[config.mk]
export PLATFORM = sky130hd
export DESIGN_NAME = axi_to_mem_bridge
export DESIGN_NICKNAME = d
export VERILOG_FILES = /design/src/rtl/axi_to_mem_bridge.sv
export SDC_FILE = /design/constraint.sdc
export NUM_CORES = 1
export LEC_CHECK = 0
export CORE_ASPECT_RATIO = 0.75
export CORE_MARGIN = 1.5
export CORE_UTILIZATION = 35
export DETAILED_ROUTE_END_ITERATION = 8
export GPL_TIMING_DRIVEN = 0
export PLACE_DENSITY = 0.78
export SLEW_MARGIN = 10
export SYNTH_ARGS = -nofsm -noshare
export SYNTH_HDL_FRONTEND = slang
export SYNTH_SLANG_ARGS = --single-unit
export TNS_END_PERCENT = 1
[constraint.sdc]
create_clock -name clk_i -period 2.6 [get_ports clk_i]
set_input_delay 0.52 -clock clk_i [delete_from_list [all_inputs] [get_ports clk_i]]
set_output_delay 0.52 -clock clk_i [all_outputs]
set_load 0.02 [all_outputs]
[src/rtl/axi_to_mem_bridge.sv]
// AXI4 slave to req/gnt/valid memory bridge.
// Each AXI burst beat becomes one single-beat memory request, and only one
// burst is in flight at a time. WRAP and the reserved burst encoding step
// through addresses exactly as INCR does. The beat count comes from AxLEN;
// WLAST is not used.
//
// state    | meaning
// ---------+-----------------------------------------------------------
// IDLE     | waiting for AW/AR; arbitrates when both arrive together
// RD_REQ   | read request on the mem port, held until granted
// RD_WAIT  | waiting for the read response
// RD_DATA  | R beat presented; waits for rready before the next request
// WR_REQ   | write request driven from the W channel, held until granted
// WR_WAIT  | waiting for the write response; accumulates the error
// WR_RESP  | B response presented; waits for bready
module axi_to_mem_bridge #(
    parameter int AXI_ADDR_WIDTH = 32,
    parameter int AXI_DATA_WIDTH = 32,
    parameter int AXI_ID_WIDTH   = 3,
    parameter int MEM_ADDR_WIDTH = 32
) (
    input  logic                        clk_i,
    input  logic                        rst_i,
    input  logic [AXI_ID_WIDTH-1:0]     s_axi_awid,
    input  logic [AXI_ADDR_WIDTH-1:0]   s_axi_awaddr,
    input  logic [7:0]                  s_axi_awlen,
    input  logic [2:0]                  s_axi_awsize,
    input  logic [1:0]                  s_axi_awburst,
    input  logic                        s_axi_awlock,
    input  logic [3:0]                  s_axi_awcache,
    input  logic [2:0]                  s_axi_awprot,
    input  logic [3:0]                  s_axi_awqos,
    input  logic [3:0]                  s_axi_awregion,
    input  logic                        s_axi_awvalid,
    output logic                        s_axi_awready,
    input  logic [AXI_DATA_WIDTH-1:0]   s_axi_wdata,
    input  logic [AXI_DATA_WIDTH/8-1:0] s_axi_wstrb,
    input  logic                        s_axi_wlast,
    input  logic                        s_axi_wvalid,
    output logic                        s_axi_wready,
    output logic [AXI_ID_WIDTH-1:0]     s_axi_bid,
    output logic [1:0]                  s_axi_bresp,
    output logic                        s_axi_bvalid,
    input  logic                        s_axi_bready,
    input  logic [AXI_ID_WIDTH-1:0]     s_axi_arid,
    input  logic [AXI_ADDR_WIDTH-1:0]   s_axi_araddr,
    input  logic [7:0]                  s_axi_arlen,
    input  logic [2:0]                  s_axi_arsize,
    input  logic [1:0]                  s_axi_arburst,
    input  logic                        s_axi_arlock,
    input  logic [3:0]                  s_axi_arcache,
    input  logic [2:0]                  s_axi_arprot,
    input  logic [3:0]                  s_axi_arqos,
    input  logic [3:0]                  s_axi_arregion,
    input  logic                        s_axi_arvalid,
    output logic                        s_axi_arready,
    output logic [AXI_ID_WIDTH-1:0]     s_axi_rid,
    output logic [AXI_DATA_WIDTH-1:0]   s_axi_rdata,
    output logic [1:0]                  s_axi_rresp,
    output logic                        s_axi_rlast,
    output logic                        s_axi_rvalid,
    input  logic                        s_axi_rready,
    output logic                        m_mem_req,
    input  logic                        m_mem_gnt,
    output logic [MEM_ADDR_WIDTH-1:0]   m_mem_addr,
    output logic                        m_mem_we,
    output logic [AXI_DATA_WIDTH-1:0]   m_mem_wdata,
    output logic [AXI_DATA_WIDTH/8-1:0] m_mem_be,
    input  logic                        m_mem_valid,
    input  logic [AXI_DATA_WIDTH-1:0]   m_mem_rdata,
    input  logic                        m_mem_error
);

    localparam logic [2:0] ST_IDLE    = 3'd0;
    localparam logic [2:0] ST_RD_REQ  = 3'd1;
    localparam logic [2:0] ST_RD_WAIT = 3'd2;
    localparam logic [2:0] ST_RD_DATA = 3'd3;
    localparam logic [2:0] ST_WR_REQ  = 3'd4;
    localparam logic [2:0] ST_WR_WAIT = 3'd5;
    localparam logic [2:0] ST_WR_RESP = 3'd6;

    localparam logic [AXI_ADDR_WIDTH-1:0] ADDR_ONE = {{(AXI_ADDR_WIDTH-1){1'b0}}, 1'b1};

    logic [2:0]                  state_q;
    logic [AXI_ID_WIDTH-1:0]     id_q;
    logic [AXI_ADDR_WIDTH-1:0]   addr_q;
    logic [7:0]                  len_q;
    logic [2:0]                  size_q;
    logic [1:0]                  burst_q;
    logic [7:0]                  beat_q;
    logic                        err_q;
    logic [AXI_DATA_WIDTH-1:0]   rdata_q;
    logic                        prio_rd_q;

    logic                        sel_wr;
    logic                        sel_rd;
    logic                        last_beat;
    logic [AXI_ADDR_WIDTH-1:0]   addr_step;
    logic                        unused_inputs;

    // Write wins unless both channels are valid and the read holds priority.
    assign sel_wr    = s_axi_awvalid & (~s_axi_arvalid | ~prio_rd_q);
    assign sel_rd    = s_axi_arvalid & ~sel_wr;
    assign last_beat = (beat_q == len_q);
    assign addr_step = (burst_q == 2'b00) ? '0 : (ADDR_ONE << size_q);

    assign s_axi_awready = (state_q == ST_IDLE) & sel_wr;
    assign s_axi_arready = (state_q == ST_IDLE) & sel_rd;

    assign s_axi_wready  = (state_q == ST_WR_REQ) & m_mem_gnt;
    assign s_axi_bvalid  = (state_q == ST_WR_RESP);
    assign s_axi_bid     = id_q;
    assign s_axi_bresp   = err_q ? 2'b10 : 2'b00;

    assign s_axi_rvalid  = (state_q == ST_RD_DATA);
    assign s_axi_rid     = id_q;
    assign s_axi_rdata   = rdata_q;
    assign s_axi_rresp   = err_q ? 2'b10 : 2'b00;
    assign s_axi_rlast   = last_beat;

    assign m_mem_req   = (state_q == ST_RD_REQ) | ((state_q == ST_WR_REQ) & s_axi_wvalid);
    assign m_mem_we    = (state_q == ST_WR_REQ);
    assign m_mem_addr  = addr_q[MEM_ADDR_WIDTH-1:0];
    assign m_mem_wdata = s_axi_wdata;
    assign m_mem_be    = (state_q == ST_WR_REQ) ? s_axi_wstrb : '1;

    assign unused_inputs = ^{s_axi_awlock, s_axi_awcache, s_axi_awprot, s_axi_awqos,
                             s_axi_awregion, s_axi_arlock, s_axi_arcache, s_axi_arprot,
                             s_axi_arqos, s_axi_arregion, s_axi_wlast};

    // Burst sequencing: one mem request per beat, one burst in flight.
    always_ff @(posedge clk_i) begin
        if (rst_i) begin
            state_q   <= ST_IDLE;
            id_q      <= '0;
            addr_q    <= '0;
            len_q     <= '0;
            size_q    <= '0;
            burst_q   <= '0;
            beat_q    <= '0;
            err_q     <= 1'b0;
            rdata_q   <= '0;
            prio_rd_q <= 1'b0;
        end else begin
            case (state_q)
                ST_IDLE: begin
                    if (s_axi_awvalid && s_axi_arvalid) begin
                        prio_rd_q <= sel_wr;
                    end
                    if (sel_wr) begin
                        id_q    <= s_axi_awid;
                        addr_q  <= s_axi_awaddr;
                        len_q   <= s_axi_awlen;
                        size_q  <= s_axi_awsize;
                        burst_q <= s_axi_awburst;
                        beat_q  <= '0;
                        err_q   <= 1'b0;
                        state_q <= ST_WR_REQ;
                    end else if (sel_rd) begin
                        id_q    <= s_axi_arid;
                        addr_q  <= s_axi_araddr;
                        len_q   <= s_axi_arlen;
                        size_q  <= s_axi_arsize;
                        burst_q <= s_axi_arburst;
                        beat_q  <= '0;
                        err_q   <= 1'b0;
                        state_q <= ST_RD_REQ;
                    end
                end
                ST_RD_REQ: begin
                    if (m_mem_gnt) begin
                        state_q <= ST_RD_WAIT;
                    end
                end
                ST_RD_WAIT: begin
                    if (m_mem_valid) begin
                        rdata_q <= m_mem_rdata;
                        err_q   <= m_mem_error;
                        state_q <= ST_RD_DATA;
                    end
                end
                ST_RD_DATA: begin
                    if (s_axi_rready) begin
                        if (last_beat) begin
                            state_q <= ST_IDLE;
                        end else begin
                            beat_q  <= beat_q + 8'd1;
                            addr_q  <= addr_q + addr_step;
                            state_q <= ST_RD_REQ;
                        end
                    end
                end
                ST_WR_REQ: begin
                    if (s_axi_wvalid && m_mem_gnt) begin
                        state_q <= ST_WR_WAIT;
                    end
                end
                ST_WR_WAIT: begin
                    if (m_mem_valid) begin
                        err_q <= err_q | m_mem_error;
                        if (last_beat) begin
                            state_q <= ST_WR_RESP;
                        end else begin
                            beat_q  <= beat_q + 8'd1;
                            addr_q  <= addr_q + addr_step;
                            state_q <= ST_WR_REQ;
                        end
                    end
                end
                ST_WR_RESP: begin
                    if (s_axi_bready) begin
                        state_q <= ST_IDLE;
                    end
                end
                default: state_q <= ST_IDLE;
            endcase
        end
    end

endmodule

==> results of run 1 <==
[layer usage]
layer	up-vias	GRT usage	part of all wire
met1	3105	0.350	0.44
met3	28	0.0728	0.11
li1	3216	-	-
met4	0	0.0535	0.012
met5	-	0	0
met2	350	0.398	0.44
[layout by cell type, fill, tap and decap left out, types with 8 or more instances in the layout]
master | synthesis | routed
sky130_fd_sc_hd__buf_2 | 7 | 8
sky130_fd_sc_hd__nor3_1 | 12 | 9
sky130_fd_sc_hd__a31oi_1 | 14 | 12
sky130_fd_sc_hd__o21ai_0 | 18 | 16
sky130_fd_sc_hd__xor2_1 | 18 | 18
sky130_fd_sc_hd__dfxtp_1 | 93 | 87
sky130_fd_sc_hd__clkbuf_1 | 38 | 30
sky130_fd_sc_hd__mux2i_1 | 8 | 8
sky130_fd_sc_hd__clkbuf_16 | 0 | 9
sky130_fd_sc_hd__nor2_1 | 52 | 52
sky130_fd_sc_hd__a311oi_1 | 17 | 17
sky130_fd_sc_hd__a21oi_1 | 74 | 74
sky130_fd_sc_hd__nand3_1 | 25 | 23
sky130_fd_sc_hd__clkdlybuf4s50_1 | 0 | 249
sky130_fd_sc_hd__nand4_1 | 16 | 16
sky130_fd_sc_hd__nand2_1 | 185 | 182
sky130_fd_sc_hd__buf_4 | 39 | 44
[critical path, stage by stage (launching register included)]
cell	delay, ps
sky130_fd_sc_hd__dfxtp_1	340
sky130_fd_sc_hd__o21bai_4	210
sky130_fd_sc_hd__nor3_4	220
sky130_fd_sc_hd__ha_2	230
sky130_fd_sc_hd__fa_2	220
sky130_fd_sc_hd__a21o_1	180
sky130_fd_sc_hd__nand3_2	140
sky130_fd_sc_hd__a21o_4	270
sky130_fd_sc_hd__or4_1	510
sky130_fd_sc_hd__a31oi_1	170
[registers in the layout, indices dropped and copies added, names as in the netlist]
register,flops
prio_rd_q,1
err_q,1
len_q,8
size_q,3
state_q,3
burst_q,2
m_mem_addr,32
s_axi_rdata,32
s_axi_bid,3
beat_q,8
[through the flow]
| stage | cells | setup slack (ps) | hold WS (ps) | setup TNS, ps |
|---|---|---|---|---|
| floorplan | 761 | 136 | 482 | 0 |
| global placement | 1222 | -951 | 442 | -17110 |
| detailed placement | 1222 | -955 | 445 | -17690 |
| CTS | 1239 | -46.8 | 456 | -46.8 |
| global route | 1242 | -65.2 | 473 | -404 |
| finish | 1242 | 38.3 | 452 | 0 |
[final cells by class]
| class | instances | area, um2 |
|---|---|---|
| clock inverter | 7 | 76.3 |
| multi-input combinational | 573 | 3370 |
| tap | 205 | 256 |
| fill | 1492 | 6490 |
| clock buffer | 9 | 225 |
| inverter | 8 | 32.5 |
| sequential | 93 | 1870 |
| timing repair buffer | 261 | 2600 |
| buffer | 86 | 502 |
[kinds of logic (layout without fill, tap and decap cells)]
| group | after synthesis | after routing | synth area share |
|---|---|---|---|
| AND/OR/NAND/NOR | 344 | 344 | 0.279 |
| AO/OA/AOI/OAI | 188 | 188 | 0.222 |
| buffers and inverters | 95 | 371 | 0.0932 |
| flip-flops | 93 | 93 | 0.334 |
| XOR/XNOR | 21 | 21 | 0.0330 |
| adder cells (fa/ha/maj) | 10 | 10 | 0.0238 |
| multiplexers | 8 | 8 | 0.0144 |
| other | 1 | 2 | 0.000673 |
[power by group]
part           internal (mW)  leakage (nW)  switching [mW]
logic                   1.50          2.51            2.14
registers               1.76         0.762           0.372
clock network          0.683         0.148           0.670
[worst min-delay path by stage]
stage / start / endpoint / slack, ps
final: s_axi_rdata[5] / s_axi_rdata[5] / 450
after detailed placement: s_axi_rdata[5] / s_axi_rdata[5] / 450
after CTS: s_axi_rdata[5] / s_axi_rdata[5] / 460
after floorplan: size_q[0] / size_q[0] / 480
after global routing: s_axi_rdata[7] / s_axi_rdata[7] / 470
after global placement: s_axi_rdata[20] / s_axi_rdata[20] / 440
[what timing repair did]
action,4_1_cts,5_1_grt
endpoints found under the setup margin,36,67
hold buffers,0,0
pin swaps,1,6
resized for setup,30,37
setup buffers,2,3
==> impl_metrics.xml, run 1 <==
<?xml version="1.0" encoding="UTF-8"?>
<metrics>
  <group name="critical_path">
    <metric name="crit_end" unit="">m_mem_addr[26]</metric>
    <metric name="worst_setup_ep_type" unit="">flip-flop</metric>
    <metric name="timing.critical_path.from" unit="">size_q[0]</metric>
    <metric name="cp.required" unit="ps">2880</metric>
    <metric name="crit-reg2reg-capture" unit="">m_mem_addr[26]</metric>
    <metric name="ff2ff_setup_slack" unit="ps">40</metric>
    <metric name="worstSetupPathType" unit="">flip-flop to flip-flop</metric>
    <metric name="worst_r2r_startpoint" unit="">size_q[0]</metric>
    <metric name="crit_arrival" unit="ps">2850</metric>
    <metric name="reg2regPathDepth" unit="">9</metric>
    <metric name="start_kind" unit="">flip-flop</metric>
    <metric name="critical_path.max_fanout" unit="">8</metric>
  </group>
  <group name="pwr">
    <metric name="post-layout-total-power" unit="mW">7.13</metric>
    <metric name="peakVddDrop" unit="uV">396</metric>
    <metric name="cellLeakagePower" unit="nW">3.42</metric>
    <metric name="power_per_cell_area" unit="nW/um2">799</metric>
  </group>
  <group name="global_route">
    <metric name="grt_max_degree" unit="">20</metric>
    <metric name="grt_antenna_before_repair" unit="">0</metric>
    <metric name="gr-total-overflow" unit="">0</metric>
    <metric name="grt_pass1_vias" unit="">6174</metric>
    <metric name="grt_use_total" unit="">0.255</metric>
    <metric name="global_route_wire_length_before_repair" unit="mm">33.3</metric>
  </group>
  <group name="detailed_routing">
    <metric name="routed-via-count" unit="">6699</metric>
    <metric name="count_of_nets_left_with_antenna_violations_after_detail_routing" unit="">0</metric>
    <metric name="drt_wl_total" unit="mm">21.9</metric>
    <metric name="detailedRoute.firstPassIterationCount" unit="">5</metric>
    <metric name="route.detailed.drc" unit="">0</metric>
    <metric name="initial_detailed_routing_violation_count" unit="">640</metric>
    <metric name="viasPerCell" unit="">5.39</metric>
    <metric name="routedWlPerCell" unit="um">17.6</metric>
  </group>
  <group name="logic_synthesis">
    <metric name="async_reset_ff_frac" unit="">0</metric>
    <metric name="synthMostInstantiatedCell" unit="">sky130_fd_sc_hd__nand2_1</metric>
    <metric name="post-synth-top-area-cell" unit="">sky130_fd_sc_hd__dfxtp_1</metric>
    <metric name="syn_inst" unit="">760</metric>
    <metric name="number_of_synthesized_register_bits" unit="">93</metric>
    <metric name="synth-edff-count" unit="">0</metric>
    <metric name="netlist.area_leader.share" unit="">0.334</metric>
    <metric name="synth-warning-count" unit="">0</metric>
    <metric name="synth_seq_area_share" unit="">0.334</metric>
    <metric name="synth_top_flop_cell" unit="">sky130_fd_sc_hd__dfxtp_1</metric>
    <metric name="synthDistinctLibCells" unit="">68</metric>
    <metric name="postSynthAreaPerCell" unit="um2">7.33</metric>
    <metric name="post_synth_main_area_contributors" unit="">sky130_fd_sc_hd__dfxtp_1, sky130_fd_sc_hd__nand2_1, sky130_fd_sc_hd__a21oi_1</metric>
    <metric name="syn_area" unit="um2">5570</metric>
    <metric name="synth.cells.most_frequent" unit="">sky130_fd_sc_hd__nand2_1, sky130_fd_sc_hd__dfxtp_1, sky130_fd_sc_hd__a21oi_1</metric>
  </group>
  <group name="cts">
    <metric name="ctsHtreeMaxLevel" unit="">3</metric>
    <metric name="cts_num_sinks" unit="">93</metric>
    <metric name="clock_tree_from_tritoncts" unit="">yes</metric>
    <metric name="cts.clk_slew.worst_paths" unit="ps">70</metric>
    <metric name="root_cell_of_the_clock_tree" unit="">sky130_fd_sc_hd__clkbuf_16</metric>
    <metric name="clock_latency" unit="ps">360</metric>
    <metric name="numCtsBuffers" unit="">9</metric>
    <metric name="cts.path.max_buffers" unit="">2</metric>
  </group>
  <group name="floorplan">
    <metric name="core.rowCount" unit="">39</metric>
    <metric name="core_area" unit="um2">15400</metric>
    <metric name="design.die.area" unit="um2">16700</metric>
    <metric name="effective_utilization_at_floorplan" unit="">0.361</metric>
    <metric name="dieHeight" unit="um">112</metric>
    <metric name="io-pin-count" unit="">325</metric>
    <metric name="die_w" unit="um">149</metric>
  </group>
  <group name="sta">
    <metric name="min_period" unit="ps">2560</metric>
    <metric name="hold_violations" unit="">0</metric>
    <metric name="tightest_slew" unit="ps">769</metric>
    <metric name="final-setup-viol-count" unit="">0</metric>
    <metric name="timing_max_transition_violations_final" unit="">0</metric>
    <metric name="timing.final.crit_share" unit="">0.985</metric>
    <metric name="setup_repair_after_global_routing_missed_its_margin" unit="">yes</metric>
    <metric name="skew" unit="ps">15.8</metric>
    <metric name="max_freq" unit="MHz">390</metric>
    <metric name="slew_headroom" unit="">0.487</metric>
  </group>
  <group name="placed_design">
    <metric name="placed_cell_area" unit="um2">8400</metric>
    <metric name="dp_hpwl" unit="mm">16.5</metric>
    <metric name="routabilityCongestion" unit="">0.964</metric>
    <metric name="numPortBuffers" unit="">256</metric>
  </group>
  <group name="final_layout">
    <metric name="drive_above_1_share" unit="">0.111</metric>
    <metric name="finalCoreUtilization" unit="">0.579</metric>
    <metric name="area_delta_synth_final" unit="%">60.2</metric>
    <metric name="n_antenna_cell" unit="">0</metric>
    <metric name="final_nets" unit="">1249</metric>
    <metric name="final_cell_area" unit="um2">8930</metric>
  </group>
  <group name="status">
    <metric name="status" unit="">completed</metric>
  </group>
  <group name="hold_path">
    <metric name="worst_hold_depth" unit="">2</metric>
    <metric name="worstHoldPathType" unit="">flip-flop to flip-flop</metric>
  </group>
  <group name="flow_run">
    <metric name="drv.max_cap_violation_count" unit="">0</metric>
  </group>
</metrics>
Note: power is estimated with default switching activity, not from simulation.
==> run 2: changes to the inputs <==
--- a/config.mk
+++ b/config.mk
@@ -10,7 +10,7 @@
 export CORE_UTILIZATION = 35
 export DETAILED_ROUTE_END_ITERATION = 8
 export GPL_TIMING_DRIVEN = 0
-export PLACE_DENSITY = 0.78
+export PLACE_DENSITY = 0.75
 export SLEW_MARGIN = 10
 export SYNTH_ARGS = -nofsm -noshare
 export SYNTH_HDL_FRONTEND = slang
==> constraint.sdc (replaced) <==
create_clock -name clk_i -period 3.08 [get_ports clk_i]
set_input_delay 0.616 -clock clk_i [delete_from_list [all_inputs] [get_ports clk_i]]
set_output_delay 0.616 -clock clk_i [all_outputs]
set_load 0.02 [all_outputs]
==> run 2 against run 1 <==
Effect of this change:
- hold slack improved by 1.9 ps
- total power decreased by 18%
- global-route usage about the same
- sequential power decreased by 16%
- cell area decreased by 2.3%
- register-to-register slack improved by 170 ps
- via count increased by 0.13%
- die area unchanged
- combinational power decreased by 17%
- clock skew decreased by 8.9 ps
- clock power decreased by 20%
- largest power group unchanged
==> impl_metrics.xml, run 2 (same netlist as run 1, synthesis figures left out) <==
<?xml version="1.0" encoding="UTF-8"?>
<metrics>
  <group name="global_route">
    <metric name="grt_use_total" unit="">0.255</metric>
    <metric name="grt_pass1_vias" unit="">6033</metric>
    <metric name="global_route_wire_length_before_repair" unit="mm">33.2</metric>
    <metric name="gr-total-overflow" unit="">0</metric>
    <metric name="grt_antenna_before_repair" unit="">0</metric>
    <metric name="grt_max_degree" unit="">15</metric>
  </group>
  <group name="pwr">
    <metric name="power.share.switching" unit="">0.437</metric>
    <metric name="power_report.internal_total" unit="mW">3.30</metric>
    <metric name="post-layout-total-power" unit="mW">5.87</metric>
    <metric name="power.sequential.fraction" unit="">0.304</metric>
    <metric name="p_sw" unit="mW">2.57</metric>
    <metric name="cellLeakagePower" unit="nW">3.29</metric>
    <metric name="clockPowerShare" unit="">0.184</metric>
    <metric name="share_comb_of_total_power" unit="">0.512</metric>
    <metric name="peakVddDrop" unit="uV">352</metric>
    <metric name="power_per_cell_area" unit="nW/um2">673</metric>
  </group>
  <group name="detailed_routing">
    <metric name="count_of_nets_left_with_antenna_violations_after_detail_routing" unit="">0</metric>
    <metric name="drt_wl_total" unit="mm">21.9</metric>
    <metric name="viasPerCell" unit="">5.42</metric>
    <metric name="route.detailed.drc" unit="">0</metric>
    <metric name="routedWlPerCell" unit="um">17.7</metric>
    <metric name="detailedRoute.firstPassIterationCount" unit="">6</metric>
    <metric name="routed-via-count" unit="">6708</metric>
    <metric name="initial_detailed_routing_violation_count" unit="">625</metric>
  </group>
  <group name="final_layout">
    <metric name="final_non_filler_cell_total" unit="">1237</metric>
    <metric name="final-seq-area" unit="um2">1860</metric>
    <metric name="multi_input_area" unit="um2">3250</metric>
    <metric name="final_nets" unit="">1244</metric>
    <metric name="mostFrequentLayoutCells" unit="">sky130_fd_sc_hd__clkdlybuf4s50_1, sky130_fd_sc_hd__nand2_1, sky130_fd_sc_hd__dfxtp_1</metric>
    <metric name="area_delta_synth_final" unit="%">56.5</metric>
    <metric name="mostFrequentLayoutCell" unit="">sky130_fd_sc_hd__clkdlybuf4s50_1</metric>
    <metric name="finalCoreUtilization" unit="">0.566</metric>
    <metric name="filler_cell_count_in_the_final_layout" unit="">1505</metric>
    <metric name="drive_above_1_share" unit="">0.0795</metric>
    <metric name="n_antenna_cell" unit="">0</metric>
  </group>
  <group name="floorplan">
    <metric name="design.die.area" unit="um2">16700</metric>
    <metric name="core.rowCount" unit="">39</metric>
    <metric name="io-pin-count" unit="">325</metric>
    <metric name="effective_utilization_at_floorplan" unit="">0.361</metric>
    <metric name="dieHeight" unit="um">112</metric>
    <metric name="die_w" unit="um">149</metric>
    <metric name="core_area" unit="um2">15400</metric>
  </group>
  <group name="critical_path">
    <metric name="crit_path_cell_trace" unit="">xor2_1 &gt; nor4_4 &gt; nand2_1 &gt; inv_2 &gt; clkdlybuf4s50_1</metric>
    <metric name="worst_setup_ep_type" unit="">output port</metric>
    <metric name="worstSetupPathType" unit="">flip-flop to output port</metric>
    <metric name="critical_path.max_fanout" unit="">7</metric>
    <metric name="crit_arrival" unit="ps">2370</metric>
    <metric name="cp.required" unit="ps">2460</metric>
    <metric name="cp_slowest_stage_delay" unit="ps">650</metric>
    <metric name="critPathSlowestCell" unit="">sky130_fd_sc_hd__clkdlybuf4s50_1</metric>
    <metric name="start_kind" unit="">flip-flop</metric>
  </group>
  <group name="sta">
    <metric name="slew_headroom" unit="">0.431</metric>
    <metric name="timing_max_transition_violations_final" unit="">0</metric>
    <metric name="min_period" unit="ps">2980</metric>
    <metric name="setup_repair_after_global_routing_missed_its_margin" unit="">no</metric>
    <metric name="hold_slack" unit="ps">454</metric>
    <metric name="final-setup-viol-count" unit="">0</metric>
    <metric name="tightest_slew" unit="ps">849</metric>
    <metric name="max_freq" unit="MHz">335</metric>
    <metric name="timing.final.crit_share" unit="">0.969</metric>
    <metric name="setup_slack" unit="ps">96.3</metric>
    <metric name="skew" unit="ps">6.89</metric>
    <metric name="hold_violations" unit="">0</metric>
  </group>
  <group name="cts">
    <metric name="clock_latency" unit="ps">350</metric>
    <metric name="root_cell_of_the_clock_tree" unit="">sky130_fd_sc_hd__clkbuf_16</metric>
    <metric name="clock_tree_from_tritoncts" unit="">yes</metric>
    <metric name="post-cts-setup-buffers" unit="">0</metric>
    <metric name="cts_num_sinks" unit="">93</metric>
    <metric name="cts.path.max_buffers" unit="">2</metric>
    <metric name="numCtsBuffers" unit="">9</metric>
    <metric name="ctsHtreeMaxLevel" unit="">3</metric>
    <metric name="cts.clk_slew.worst_paths" unit="ps">70</metric>
    <metric name="hold_buffers" unit="">0</metric>
  </group>
  <group name="placed_design">
    <metric name="numPortBuffers" unit="">256</metric>
    <metric name="pre_cts_slack" unit="ps">-668</metric>
    <metric name="dp_hpwl" unit="mm">16.6</metric>
    <metric name="placed_cells" unit="">1222</metric>
    <metric name="routabilityCongestion" unit="">0.934</metric>
  </group>
  <group name="status">
    <metric name="status" unit="">completed</metric>
  </group>
  <group name="flow_run">
    <metric name="drv.max_cap_violation_count" unit="">0</metric>
  </group>
  <group name="hold_path">
    <metric name="worstHoldPathType" unit="">flip-flop to flip-flop</metric>
  </group>
</metrics>
[run 2: changes by cell type in the layout (fill, tap and decap cells not counted), moves of 5 or more]
cell,before,now
sky130_fd_sc_hd__dfxtp_2,6,0
sky130_fd_sc_hd__clkdlybuf4s50_1,249,254
sky130_fd_sc_hd__dfxtp_1,87,93
sky130_fd_sc_hd__buf_4,44,39
sky130_fd_sc_hd__clkbuf_1,30,36
[run 2: critical path: cells and delay by family (launching register included)]
family	cells	cell delay, ps
xor gates and xnor gates	1	160
DFF	1	460
buffers and inverters	2	850
and+or+nand+nor	2	540
[run 2: path summary, 6_finish.rpt]
kind	startpoint	to	slack, ps	cells past startpoint
max reg2reg	burst_q[0]	m_mem_addr[12]	210	8
min reg2reg	s_axi_rdata[22]	s_axi_rdata[22]	450	2
min	s_axi_rdata[22]	s_axi_rdata[22]	450	2
max	beat_q[1]	s_axi_rlast	100	5
[run 2: area by class of cell]
class	instances	share of cell area
Buffer	86	0.0564
Inverter	8	0.00344
Multi-Input combinational cell	573	0.372
Clock buffer	13	0.0298
Sequential cell	93	0.213
Tap cell	205	0.0294
Clock inverter	3	0.00229
Timing Repair Buffer	256	0.293
[run 2: repair_timing]
| item | CTS | global route |
|---|---|---|
| pin swaps | 0 | 0 |
| resized for setup | 12 | 7 |
| cloned | 0 | 0 |
| endpoints found under the setup margin | 4 | 13 |
[run 2: metrics by stage]
stage | setup TNS [ps] | cell area [um2]
after floorplan | 0 | 5580
after global placement | -3860 | 8400
after detailed placement | -3810 | 8400
after CTS | 0 | 8710
after global routing | 0 | 8720
final | 0 | 8720
[run 2: metal layers]
layer	share of wire	GRT usage
met3	0.11	0.0728
met1	0.44	0.362
met2	0.44	0.382
met4	0.012	0.0541
met5	0	0
[run 2: power by group through the flow]
stage	Clock [mW]	Combinational (mW)	Sequential, mW
detailed placement	0	2.91	1.79
CTS	1.10	2.96	1.77
global route	1.15	3.22	1.83
floorplan	0	1.46	1.95
finish	1.08	3.01	1.79
global placement	0	2.89	1.79
